[src/rtl/md_ctrl_pkg.sv]
// md_ctrl_pkg: shared state encoding, phase constants and sizing helpers for the MD timestep sequencer
package md_ctrl_pkg;
  typedef enum logic [1:0] {IDLE = 2'd0, RUN = 2'd1, GAP = 2'd2, DONE = 2'd3} state_t;
  localparam int PH_FORCE = 0;
  function automatic int clog2(input int n);
    int r;
    r = 0;
    while ((1 << r) < n) r++;
    return r;
  endfunction
  function automatic int ph_update(input int num_phases);
    return num_phases - 1;
  endfunction
endpackage

[src/rtl/md_done_collector.sv]
// md_done_collector: sticky per-unit done latches; all_done also counts this cycle's pulses
module md_done_collector #(
  parameter int NUM_UNITS = 4
) (
  input  logic                 clk,
  input  logic                 reset,
  input  logic                 en,
  input  logic                 clr,
  input  logic [NUM_UNITS-1:0] unit_done,
  output logic                 all_done
);
  logic [NUM_UNITS-1:0] latch_q, latch_d;
  always_comb begin
    latch_d = clr ? '0 : en ? (latch_q | unit_done) : latch_q;
  end
  always_ff @(posedge clk or posedge reset) begin
    if (reset) latch_q <= '0;
    else latch_q <= latch_d;
  end
  assign all_done = &(latch_q | unit_done);
endmodule

[src/rtl/md_phase_sequencer.sv]
// md_phase_sequencer: steps NUM_PHASES compute phases per timestep across NUM_UNITS units,
// flips the position/velocity buffer per timestep and stops after the programmed step count.
module md_phase_sequencer
  import md_ctrl_pkg::*;
#(
  parameter int NUM_PHASES = 2,
  parameter int NUM_UNITS  = 4,
  parameter int STEP_W     = 32
) (
  input  logic                          clk,
  input  logic                          reset,
  input  logic                          mem_set,
  input  logic                          abort,
  input  logic [STEP_W-1:0]             num_steps,
  input  logic [NUM_UNITS-1:0]          unit_done,
  output logic [NUM_PHASES-1:0]         phase_ready,
  output logic [clog2(NUM_PHASES)-1:0]  phase_idx,
  output logic                          double_buffer,
  output logic [STEP_W-1:0]             step_count,
  output logic                          busy,
  output logic                          sim_done
);
  localparam int PW = clog2(NUM_PHASES);
  localparam logic [PW-1:0] LAST = PW'(ph_update(NUM_PHASES));
  state_t state_q, state_d;
  logic [PW-1:0] idx_q, idx_d;
  logic db_q, db_d;
  logic [STEP_W-1:0] step_q, step_d, tgt_q, tgt_d;
  logic all_done, clr, en;
  md_done_collector #(.NUM_UNITS(NUM_UNITS)) u_done (
    .clk      (clk),
    .reset    (reset),
    .en       (en),
    .clr      (clr),
    .unit_done(unit_done),
    .all_done (all_done)
  );
  always_comb begin
    state_d = state_q;
    idx_d   = idx_q;
    db_d    = db_q;
    step_d  = step_q;
    tgt_d   = tgt_q;
    en      = state_q == RUN;
    clr     = 1'b0;
    if (abort) begin
      state_d = IDLE;
      idx_d   = '0;
      db_d    = 1'b0;
      step_d  = '0;
      clr     = 1'b1;
    end else begin
      unique case (state_q)
        IDLE: if (mem_set) begin
          tgt_d   = num_steps;
          idx_d   = PW'(PH_FORCE);
          state_d = num_steps == '0 ? DONE : RUN;
        end
        RUN: if (mem_set && all_done) begin
          state_d = GAP;
          clr     = 1'b1;
        end
        // the GAP cycle never samples unit_done, so held dones cannot skip a phase
        GAP: if (mem_set) begin
          if (idx_q != LAST) begin
            idx_d   = idx_q + PW'(1);
            state_d = RUN;
          end else begin
            idx_d   = '0;
            db_d    = ~db_q;
            step_d  = step_q + STEP_W'(1);
            state_d = (step_q + STEP_W'(1)) == tgt_q ? DONE : RUN;
          end
        end
        default: ;
      endcase
    end
  end
  always_ff @(posedge clk or posedge reset) begin
    if (reset) begin
      state_q <= IDLE;
      idx_q   <= '0;
      db_q    <= 1'b0;
      step_q  <= '0;
      tgt_q   <= '0;
    end else begin
      state_q <= state_d;
      idx_q   <= idx_d;
      db_q    <= db_d;
      step_q  <= step_d;
      tgt_q   <= tgt_d;
    end
  end
  assign phase_ready   = state_q == RUN ? (NUM_PHASES'(1) << idx_q) : '0;
  assign phase_idx     = idx_q;
  assign double_buffer = db_q;
  assign step_count    = step_q;
  assign busy          = state_q == RUN || state_q == GAP;
  assign sim_done      = state_q == DONE;
endmodule

[config.mk]
export PLATFORM = sky130hd
export DESIGN_NAME = md_phase_sequencer
export DESIGN_NICKNAME = d
export VERILOG_FILES = /design/src/rtl/md_ctrl_pkg.sv /design/src/rtl/md_done_collector.sv /design/src/rtl/md_phase_sequencer.sv
export SDC_FILE = /design/constraint.sdc
export NUM_CORES = 1
export LEC_CHECK = 0
export ABC_CLOCK_PERIOD_IN_PS = 6300
export CAP_MARGIN = 25
export CORE_MARGIN = 2
export CORE_UTILIZATION = 48
export DETAILED_ROUTE_END_ITERATION = 16
export PLACE_DENSITY = 0.8
export SLEW_MARGIN = 20
export SYNTH_ARGS = -nofsm -noshare
export SYNTH_HDL_FRONTEND = slang
export SYNTH_SLANG_ARGS = --single-unit
[constraint.sdc]
create_clock -name clk -period 6.3 [get_ports clk]
set_input_delay 1.26 -clock clk [delete_from_list [all_inputs] [get_ports clk]]
set_output_delay 1.26 -clock clk [all_outputs]
set_load 0.05 [all_outputs]
Word-level counts from Yosys, hierarchy flattened
Cells that the tools add are included.
{"block": "classes", "addsub": 2, "eq_ne": 7, "shifts": 1, "mux": 27, "bitwise_logic": 3, "reduce_logical": 15}
{"cell": "2-to-1 mux 32 bit", "n": 4}
{"cell": "adder 32 x 1 -> 32 bit, second input constant", "n": 1}
{"cell": "== test 32 bit", "n": 1}
{"cell": "zero test 32 bit", "n": 1}
{"cell": "2-to-1 mux 2 bit", "n": 8}
{"cell": "2-to-1 mux 1 bit", "n": 11}
{"cell": "!= test 3 bit, second input constant", "n": 3}
{"cell": "AND reduction 3 bit", "n": 3}
{"cell": "2-to-1 mux 4 bit", "n": 2}
{"cell": "AND reduction 4 bit", "n": 2}
{"cell": "nonzero test 2 bit", "n": 4}
{"cell": "one-hot mux 2 bit (3 select lines)", "n": 1}
{"cell": "== test 2 bit, second input constant", "n": 2}
{"cell": "bitwise OR 4 bit", "n": 1}
{"cell": "nonzero test 4 bit", "n": 1}
{"cell": "nonzero test 3 bit", "n": 1}
{"cell": "== test 2 x 1 -> 1 bit, second input constant", "n": 1}
{"cell": "zero test 2 bit", "n": 1}
{"cell": "inverter 1 bit", "n": 2}
{"cell": "one-hot mux 1 bit (2 select lines)", "n": 1}
{"cell": "<< shifter 1 x 1 -> 2 bit, first input constant", "n": 1}
{"cell": "adder 1 bit, second input constant", "n": 1}
{"cell": "logical AND 1 bit", "n": 1}
{"cell": "logical OR 1 bit", "n": 1}
{"block": "word_totals", "reg_bits": 72, "elab_cells": 61}

Longest topological paths before layout
{"block": "logic_depth", "depth_word": 7, "mapped_depth": 9, "mapped_depth_nobuf": 9}

Modules after synthesis
Synthesis repeated with hierarchy kept, for this count alone.
{"block": "unflattened", "hier_cells": 442, "hier_area_um2": 4299.1}
{"module": "md_phase_sequencer", "instances": 1, "cells_each": 426, "area_each_um2": 4144.0, "seq_area_each_um2": 1701.6}
{"module": "md_done_collector", "instances": 1, "cells_each": 16, "area_each_um2": 155.1, "seq_area_each_um2": 100.1}

Least setup slack after synthesis
Ideal clock, no wire load.
{"block": "synth_path", "path_type": "register to output", "start": "register state_q[1]", "end": "output phase_ready[0]", "arrival_time_ps": 1642, "required_ps": 5040, "slack_ps": 3398, "path_stages_with_launch": 5, "path_buffers": 1, "path_cell_list": "dfrtp_1 inv_1 ha_1 clkbuf_1 nor2b_1"}
{"block": "synth_via", "elab_chain_cells": 2}
{"element": "from (decl)", "line_no": "md_phase_sequencer.sv:25", "rtl": "state_t state_q, state_d;"}
{"element": "from (signal assigned)", "line_no": "md_phase_sequencer.sv:87", "rtl": "state_q <= state_d;"}
{"element": "== test 2 x 1 -> 1 bit", "line_no": "md_phase_sequencer.sv:94", "rtl": "assign phase_ready = state_q == RUN ? (NUM_PHASES'(1) << idx_q) : '0;"}
{"element": "2-to-1 mux 2 bit", "line_no": "md_phase_sequencer.sv:94"}
{"element": "to (decl)", "line_no": "md_phase_sequencer.sv:16", "rtl": "output logic [NUM_PHASES-1:0] phase_ready,"}
Every way passes these cells.

Worst setup path in the final report
Ends and elaborated chain as after synthesis.

==> load_flow_metrics.sql <==
INSERT INTO impl_metrics (metric_group, metric, value, unit) VALUES
('worst_setup_path', 'rr_endpoint', 'state_q[1]', ''),
('clock_network', 'clk_root_buffer_cell', 'sky130_fd_sc_hd__clkbuf_8', ''),
('worst_setup_path', 'cp.depth', '4', ''),
('clock_network', 'cts_tree', 'yes', ''),
('timing', 'maxSlewHeadroom', '0.409', ''),
('global_route', 'maximum_number_of_pins_on_one_net_before_global_route_repair', '73', ''),
('worst_setup_path', 'ff2ff_path_depth', '7', ''),
('drt', 'detailroute.via_count', '3497', ''),
('clock_network', 'post_cts_hold_buffer_count', '0', ''),
('die', 'floorplan.initialDensity', '0.499', ''),
('run', 'max_cap_violations', '0', ''),
('worst_setup_path', 'critical_path_arrival', '2.23', 'ns'),
('synth', 'synth_seq_area_share', '0.435', ''),
('drt', 'first_iter_violations', '215', ''),
('worst_setup_path', 'worstSetupStartpointType', 'flop', ''),
('worst_setup_path', 'worst_path_slowest_cell', 'sky130_fd_sc_hd__clkdlybuf4s50_1', ''),
('die', 'die_w', '96.9', 'µm'),
('synth', 'ys_seq_elements', '72', ''),
('worst_setup_path', 'critical_path.max_stage_delay', '0.81', 'ns'),
('power', 'pwr_density_cell', '290', 'nW/µm²'),
('clock_network', 'clk_pin_slew', '0.07', 'ns'),
('synth', 'post-synth-top-area-cell', 'sky130_fd_sc_hd__dfrtp_1', ''),
('clock_network', 'cts-root-to-sink-buffers', '2', ''),
('clock_network', 'cts-htree-levels', '3', ''),
('synth', 'synth_area_per_cell', '9.69', 'µm²'),
('min_path', 'holdCritPathClass', 'reg2reg', ''),
('global_route', 'grt_antenna_before_repair', '0', ''),
('placed_design', 'place_congestion', '0.841', ''),
('power', 'vdd_ir_drop_max', '0.000150', 'V'),
('synth', 'synth.cell_area', '4140', 'µm²'),
('finish', 'antenna_cells_inserted', '0', ''),
('synth', 'most_instantiated_flip_flop_cell_in_the_synthesis_netlist', 'sky130_fd_sc_hd__dfrtp_1', ''),
('drt', 'remaining_drc_errors', '0', ''),
('worst_setup_path', 'timing.setup.critical_path_class', 'reg2out', ''),
('power', 'power_leakage', '1.97', 'nW'),
('timing', 'totalNegativeSetupSlack', '0', 'ns'),
('worst_setup_path', 'setup.worst_path.start', 'state_q[1]', ''),
('worst_setup_path', 'cp_max_fo', '11', ''),
('timing', 'setup_slack', '2.81', 'ns'),
('finish', 'area_growth', '24.4', '%'),
('worst_setup_path', 'timing.critical_path.cells', 'inv_1 -> ha_1 -> nor2b_1 -> clkdlybuf4s50_1', ''),
('worst_setup_path', 'regToRegStartpoint', 'step_count[0]', ''),
('drt', 'first_pass_detailed_route_iteration_total', '4', ''),
('synth', 'post-synth-top-area-fraction', '0.435', ''),
('synth', 'number_of_enable_flip_flop_cells_after_synthesis', '0', ''),
('run_status', 'run_status', 'complete, no violations', ''),
('clock_network', 'cts_resized', '0', ''),
('worst_setup_path', 'worstPathRequired', '5.04', 'ns'),
('drt', 'drt-total-wl', '10.4', 'mm'),
('synth', 'synth.top_cells.by_area', 'sky130_fd_sc_hd__dfrtp_1 (44%), sky130_fd_sc_hd__mux2_2 (8.7%), sky130_fd_sc_hd__xnor2_1 (7.6%)', ''),
('worst_setup_path', 'timing.critical_path.to', 'phase_ready[0]', ''),
('drt', 'antenna_nets_post_route', '0', ''),
('synth', 'asyncSetResetFlopFracSynth', '1.00', ''),
('timing', 'finalHoldViolCount', '0', ''),
('die', 'die-area', '9380', 'µm²'),
('timing', 'timing.final.crit_period', '3.49', 'ns'),
('placed_design', 'dpl-instance-area', '4990', 'µm²'),
('timing', 'report.final.slew_viol_count', '0', ''),
('die', 'core.rowCount', '33', ''),
('timing', 'finalSetupViolCount', '0', ''),
('synth', 'synthMostInstantiatedCell', 'sky130_fd_sc_hd__dfrtp_1', ''),
('global_route', 'grt.total_usage', '0.232', ''),
('die', 'die_y', '96.9', 'µm'),
('worst_setup_path', 'critPathTopFamily', 'buffers and inverters', ''),
('timing', 'hold_slack', '0.505', 'ns'),
('clock_network', 'clock_latency_at_the_later_pin_of_the_worst_skew_pair', '0.36', 'ns'),
('synth', 'post_synth_net_total', '472', ''),
('die', 'ioPinCount', '78', ''),
('global_route', 'first_global_vias', '3534', ''),
('global_route', 'first_pass_grt_wire_length', '17.6', 'mm'),
('drt', 'wl_per_cell', '17.2', 'µm');
cell type report:
cell class                      instances  area (µm²)
Timing Repair Buffer                   80         793
Inverter                                6        22.5
Fill cell                             709        3150
Multi-Input combinational cell        331        2240
Clock buffer                           10         138
Sequential cell                        72        1800
Clock inverter                          4        22.5
Tap cell                              105         131
logic make-up (layout without fill, tap and decap cells):
| logic type | after synthesis | after routing | share of synthesized area |
|---|---|---|---|
| AOI/OAI and AO/OA | 57 | 57 | 0.0889 |
| xor gates and xnor gates | 66 | 66 | 0.140 |
| adders and majority gates | 5 | 5 | 0.0151 |
| buffers and inverters | 24 | 100 | 0.0239 |
| DFF | 72 | 72 | 0.435 |
| muxes | 34 | 34 | 0.0919 |
| and+or+nand+nor | 169 | 169 | 0.205 |
report_power, final:
part	switching [W]	internal [W]	total, W
clock network	0.000168	0.000147	0.000315
logic	0.000248	0.000260	0.000509
registers	0.0000909	0.000579	0.000670
worst register-to-register path, stage by stage, from the launching register on:
cell and delay [ns]:
sky130_fd_sc_hd__dfrtp_1 0.51, sky130_fd_sc_hd__ha_1 0.27, sky130_fd_sc_hd__nand3_1 0.37, sky130_fd_sc_hd__or3_1 0.63
sky130_fd_sc_hd__o41ai_1 0.57, sky130_fd_sc_hd__and4_1 0.26, sky130_fd_sc_hd__nand4_1 0.13, sky130_fd_sc_hd__o31ai_2 0.26
cell usage in the layout, fill, tap and decap left out, types with 3 or more instances in the layout:
cell type	netlist	final
sky130_fd_sc_hd__o21ai_0	15	15
sky130_fd_sc_hd__and2_1	4	4
sky130_fd_sc_hd__clkbuf_8	0	10
sky130_fd_sc_hd__inv_1	6	5
sky130_fd_sc_hd__or3_1	8	8
sky130_fd_sc_hd__o31ai_1	3	3
sky130_fd_sc_hd__xnor2_1	36	36
sky130_fd_sc_hd__a21oi_1	18	18
sky130_fd_sc_hd__nand4_1	16	16
sky130_fd_sc_hd__and3_1	5	5
sky130_fd_sc_hd__nor3_1	12	12
sky130_fd_sc_hd__mux2_2	32	32
sky130_fd_sc_hd__and4_1	5	5
sky130_fd_sc_hd__clkdlybuf4s50_1	0	77
sky130_fd_sc_hd__xor2_1	30	30
sky130_fd_sc_hd__ha_1	5	5
sky130_fd_sc_hd__nor2_1	60	60
sky130_fd_sc_hd__nand2_1	25	25
sky130_fd_sc_hd__dfrtp_1	72	72
sky130_fd_sc_hd__buf_4	1	3
sky130_fd_sc_hd__nand3_1	13	13
sky130_fd_sc_hd__nor4_1	13	13
sky130_fd_sc_hd__clkinv_2	0	3
worst min path at each step:
| stage | endpoint | from | depth (start not counted) | slack (ns) |
|---|---|---|---|---|
| after floorplan | u_done.latch_q[1] | u_done.latch_q[1] | 2 | 0.46 |
| after global placement | u_done.latch_q[1] | u_done.latch_q[1] | 2 | 0.47 |
| after detailed placement | u_done.latch_q[1] | u_done.latch_q[1] | 2 | 0.49 |
| after CTS | u_done.latch_q[1] | u_done.latch_q[1] | 2 | 0.50 |
| after global routing | u_done.latch_q[2] | u_done.latch_q[2] | 2 | 0.55 |
| final | u_done.latch_q[1] | u_done.latch_q[1] | 2 | 0.50 |
layer usage:
metal,part of all wire,global-route usage,vias up
li1,-,-,1661
met1,0.43,0.301,1689
met2,0.47,0.372,127
met3,0.066,0.0484,20
met4,0.029,0.105,0
met5,0,0,-
flip-flops by register name, summed over array words and instances (netlist names):
name and count:
phase_idx 1, double_buffer 1, tgt_q 32, u_done.latch_q 4
step_count 32, state_q 2
per-stage QoR:
step,instances,power [W],util
after detailed placement,594,0.00118,0.601
after CTS,608,0.00150,0.620
after floorplan,427,0.00104,-
after global routing,608,0.00158,0.620
after global placement,594,0.00116,0.601
final,608,0.00149,0.620
No activity file was read; power rests on OpenSTA's default activity.
==> RTL change, RTL diff (same settings) <==
Re-encode `state_t` (4 states) as one-hot, 4 bits wide.
--- a/src/rtl/md_ctrl_pkg.sv
+++ b/src/rtl/md_ctrl_pkg.sv
@@ -1,5 +1,5 @@
 // md_ctrl_pkg: shared state encoding, phase constants and sizing helpers for the MD timestep sequencer
 package md_ctrl_pkg;
-  typedef enum logic [1:0] {IDLE = 2'd0, RUN = 2'd1, GAP = 2'd2, DONE = 2'd3} state_t;
+  typedef enum logic [3:0] {IDLE = 4'b0001, RUN = 4'b0010, GAP = 4'b0100, DONE = 4'b1000} state_t;
   localparam int PH_FORCE = 0;
   function automatic int clog2(input int n);
Function: same outputs for any inputs over 4 cycles, from zero or initial values and one cycle with reset high; so few cycles prove little.
==> RTL change against the original RTL <==
Routed wire length up 13%. Critical endpoint is now phase_ready[1]. Design area up 8.6%. Clock skew up 0.0076 ns. Maximum frequency down 7.4%. Cell count up 11%. Sequential cell count up 2. Synthesized area up 10%. Critical path depth down 1. Largest cell class unchanged. Total power down 0.55%. Worst setup slack worse by 0.28 ns. Sequential power up 3.6%.
==> RTL change: results <==
export IMPL_synth_async_sr_flop_share_pct=100
export IMPL_clk_pin_slew_ns=0.08
export IMPL_dp_slack_ns=2.44
export IMPL_cells_after_synth=484
export IMPL_final_cell_count_no_fill=677
export IMPL_first_pass_grt_wire_length_um=19200
export IMPL_detail_route_iter0_violations=263
export IMPL_cts_resized_gates=0
export IMPL_cts_inserted_buffers=9
export IMPL_grt_max_degree=75
export IMPL_grtUsageTotal_pct=23.7
export IMPL_leakagePower_nw=2.10
export IMPL_ys_top_cells_by_count="dfrtp_1 (73), nor2_1 (49), xnor2_1 (36), mux2_2 (33), nand2_1 (32)"
export IMPL_totalWireLength_um=11800
export IMPL_vias_per_cell=5.85
export IMPL_ys_top_cells_by_area="dfrtp_1 (40%), mux2_2 (8.1%), xnor2_1 (6.9%)"
export IMPL_fraction_of_layout_instances_using_a_drive_strength_above_1_pct=13.0
export IMPL_vdd_ir_drop_worst_uv=152
export IMPL_gpl_final_weighted_congestion=0.870
export IMPL_status="finished, final reports clean"
export IMPL_totalNegativeSetupSlack_ns=0
export IMPL_dominantRegCellSynth="dfrtp_1"
export IMPL_numPlacedInstances=660
export IMPL_synth_seq_area_share_pct=40.6
export IMPL_place_area_um2=5370
export IMPL_antenna_found_initial=0
export IMPL_clock_path_buffers=2
export IMPL_syn_num_nets=525
export IMPL_synth_warning_count=0
export IMPL_cts_h_tree_depth=3
export IMPL_cts_root_buffer_cell="clkbuf_8"
export IMPL_synth_distinct_cells=60
export IMPL_numPortBuffers=77
export IMPL_switching_power_w=0.000482
export IMPL_antenna_cells=0
export IMPL_first_pass_iters=5
export IMPL_layout_filler_cells=753
export IMPL_worstPathArrival_ns=2.51
export IMPL_tightest_slew_ns=0.893
export IMPL_grt_pass1_vias=3771
export IMPL_worst_clock_skew_ns=0.0138
export IMPL_clock_insertion_delay_worst_skew_ns=0.36
export IMPL_detailed_place_hpwl_um=8360
export IMPL_hold_path_class="register to register"
export IMPL_nets=584
export IMPL_postCtsSetupBuffers=0
==> RTL change: layout make-up <==
| cell class | count | area (µm²) | share of cell area, % |
|---|---|---|---|
| clock buffers | 13 | 169 | 3.02 |
| clock inverters | 3 | 21.3 | 0.380 |
| inverters | 4 | 15.0 | 0.269 |
| flip-flops and latches | 74 | 1850 | 33.1 |
| multi-input cells | 373 | 2550 | 45.6 |
| well taps | 129 | 161 | 2.89 |
| repair buffers | 81 | 821 | 14.7 |
==> RTL change: logic make-up (layout without fill, tap and decap cells) <==
family / count (synthesis) / after routing / synth area share (%)
buffers and inverters: 37 / 101 / 3.64
muxes: 35 / 35 / 8.57
xor gates and xnor gates: 58 / 58 / 11.1
DFF: 74 / 74 / 40.6
and+or+nand+nor: 207 / 207 / 25.5
adders and majority gates: 1 / 1 / 0.274
AOI/OAI and AO/OA: 72 / 72 / 10.4
==> RTL change: critical path, cell delays in order (launching register included) <==
cell             delay, ns
dfrtp_1               0.51
nor4b_1               0.62
and2_1                0.22
clkdlybuf4s50_1       0.80
==> RTL change: layer usage <==
metal | share of wire [%] | vias to the layer above | track usage (%) | wire (µm)
met3 | 4.7 | 16 | 3.93 | 560
met2 | 48 | 120 | 38.1 | 5630
met1 | 46 | 1948 | 32.9 | 5460
met5 | 0 | - | 0 | 0
li1 | - | 1876 | - | -
met4 | 1.4 | 0 | 7.17 | 167
==> RTL change: power groups by stage <==
| stage | Sequential, W | Clock, W | Combinational, W |
|---|---|---|---|
| 3_3_place_gp | 0.000691 | 0 | 0.000412 |
| 5_1_grt | 0.000705 | 0.000385 | 0.000476 |
| 3_5_place_dp | 0.000698 | 0 | 0.000425 |
| 2_1_floorplan | 0.000660 | 0 | 0.000339 |
| 6_report | 0.000694 | 0.000356 | 0.000435 |
| 4_1_cts | 0.000689 | 0.000365 | 0.000431 |
==> RTL change: worst paths after layout <==
check / cells after the start / startpoint / slack (ns) / endpoint
max in group asynchronous: 4 / reset / 4.41 / state_q[0]$_DFFE_PP1P_
min: 1 / u_done.latch_q[3]$_DFFE_PP0P_ / 0.51 / u_done.latch_q[3]$_DFFE_PP0P_
min reg2reg: 1 / u_done.latch_q[3]$_DFFE_PP0P_ / 0.51 / u_done.latch_q[3]$_DFFE_PP0P_
min in group asynchronous: 3 / reset / 1.27 / step_count[9]$_DFFE_PP0P_
max: 3 / state_q[2]$_DFFE_PP0P_ / 2.53 / phase_ready[1]
max reg2reg: 8 / step_count[0]$_DFFE_PP0P_ / 2.85 / state_q[1]$_DFFE_PP0P_
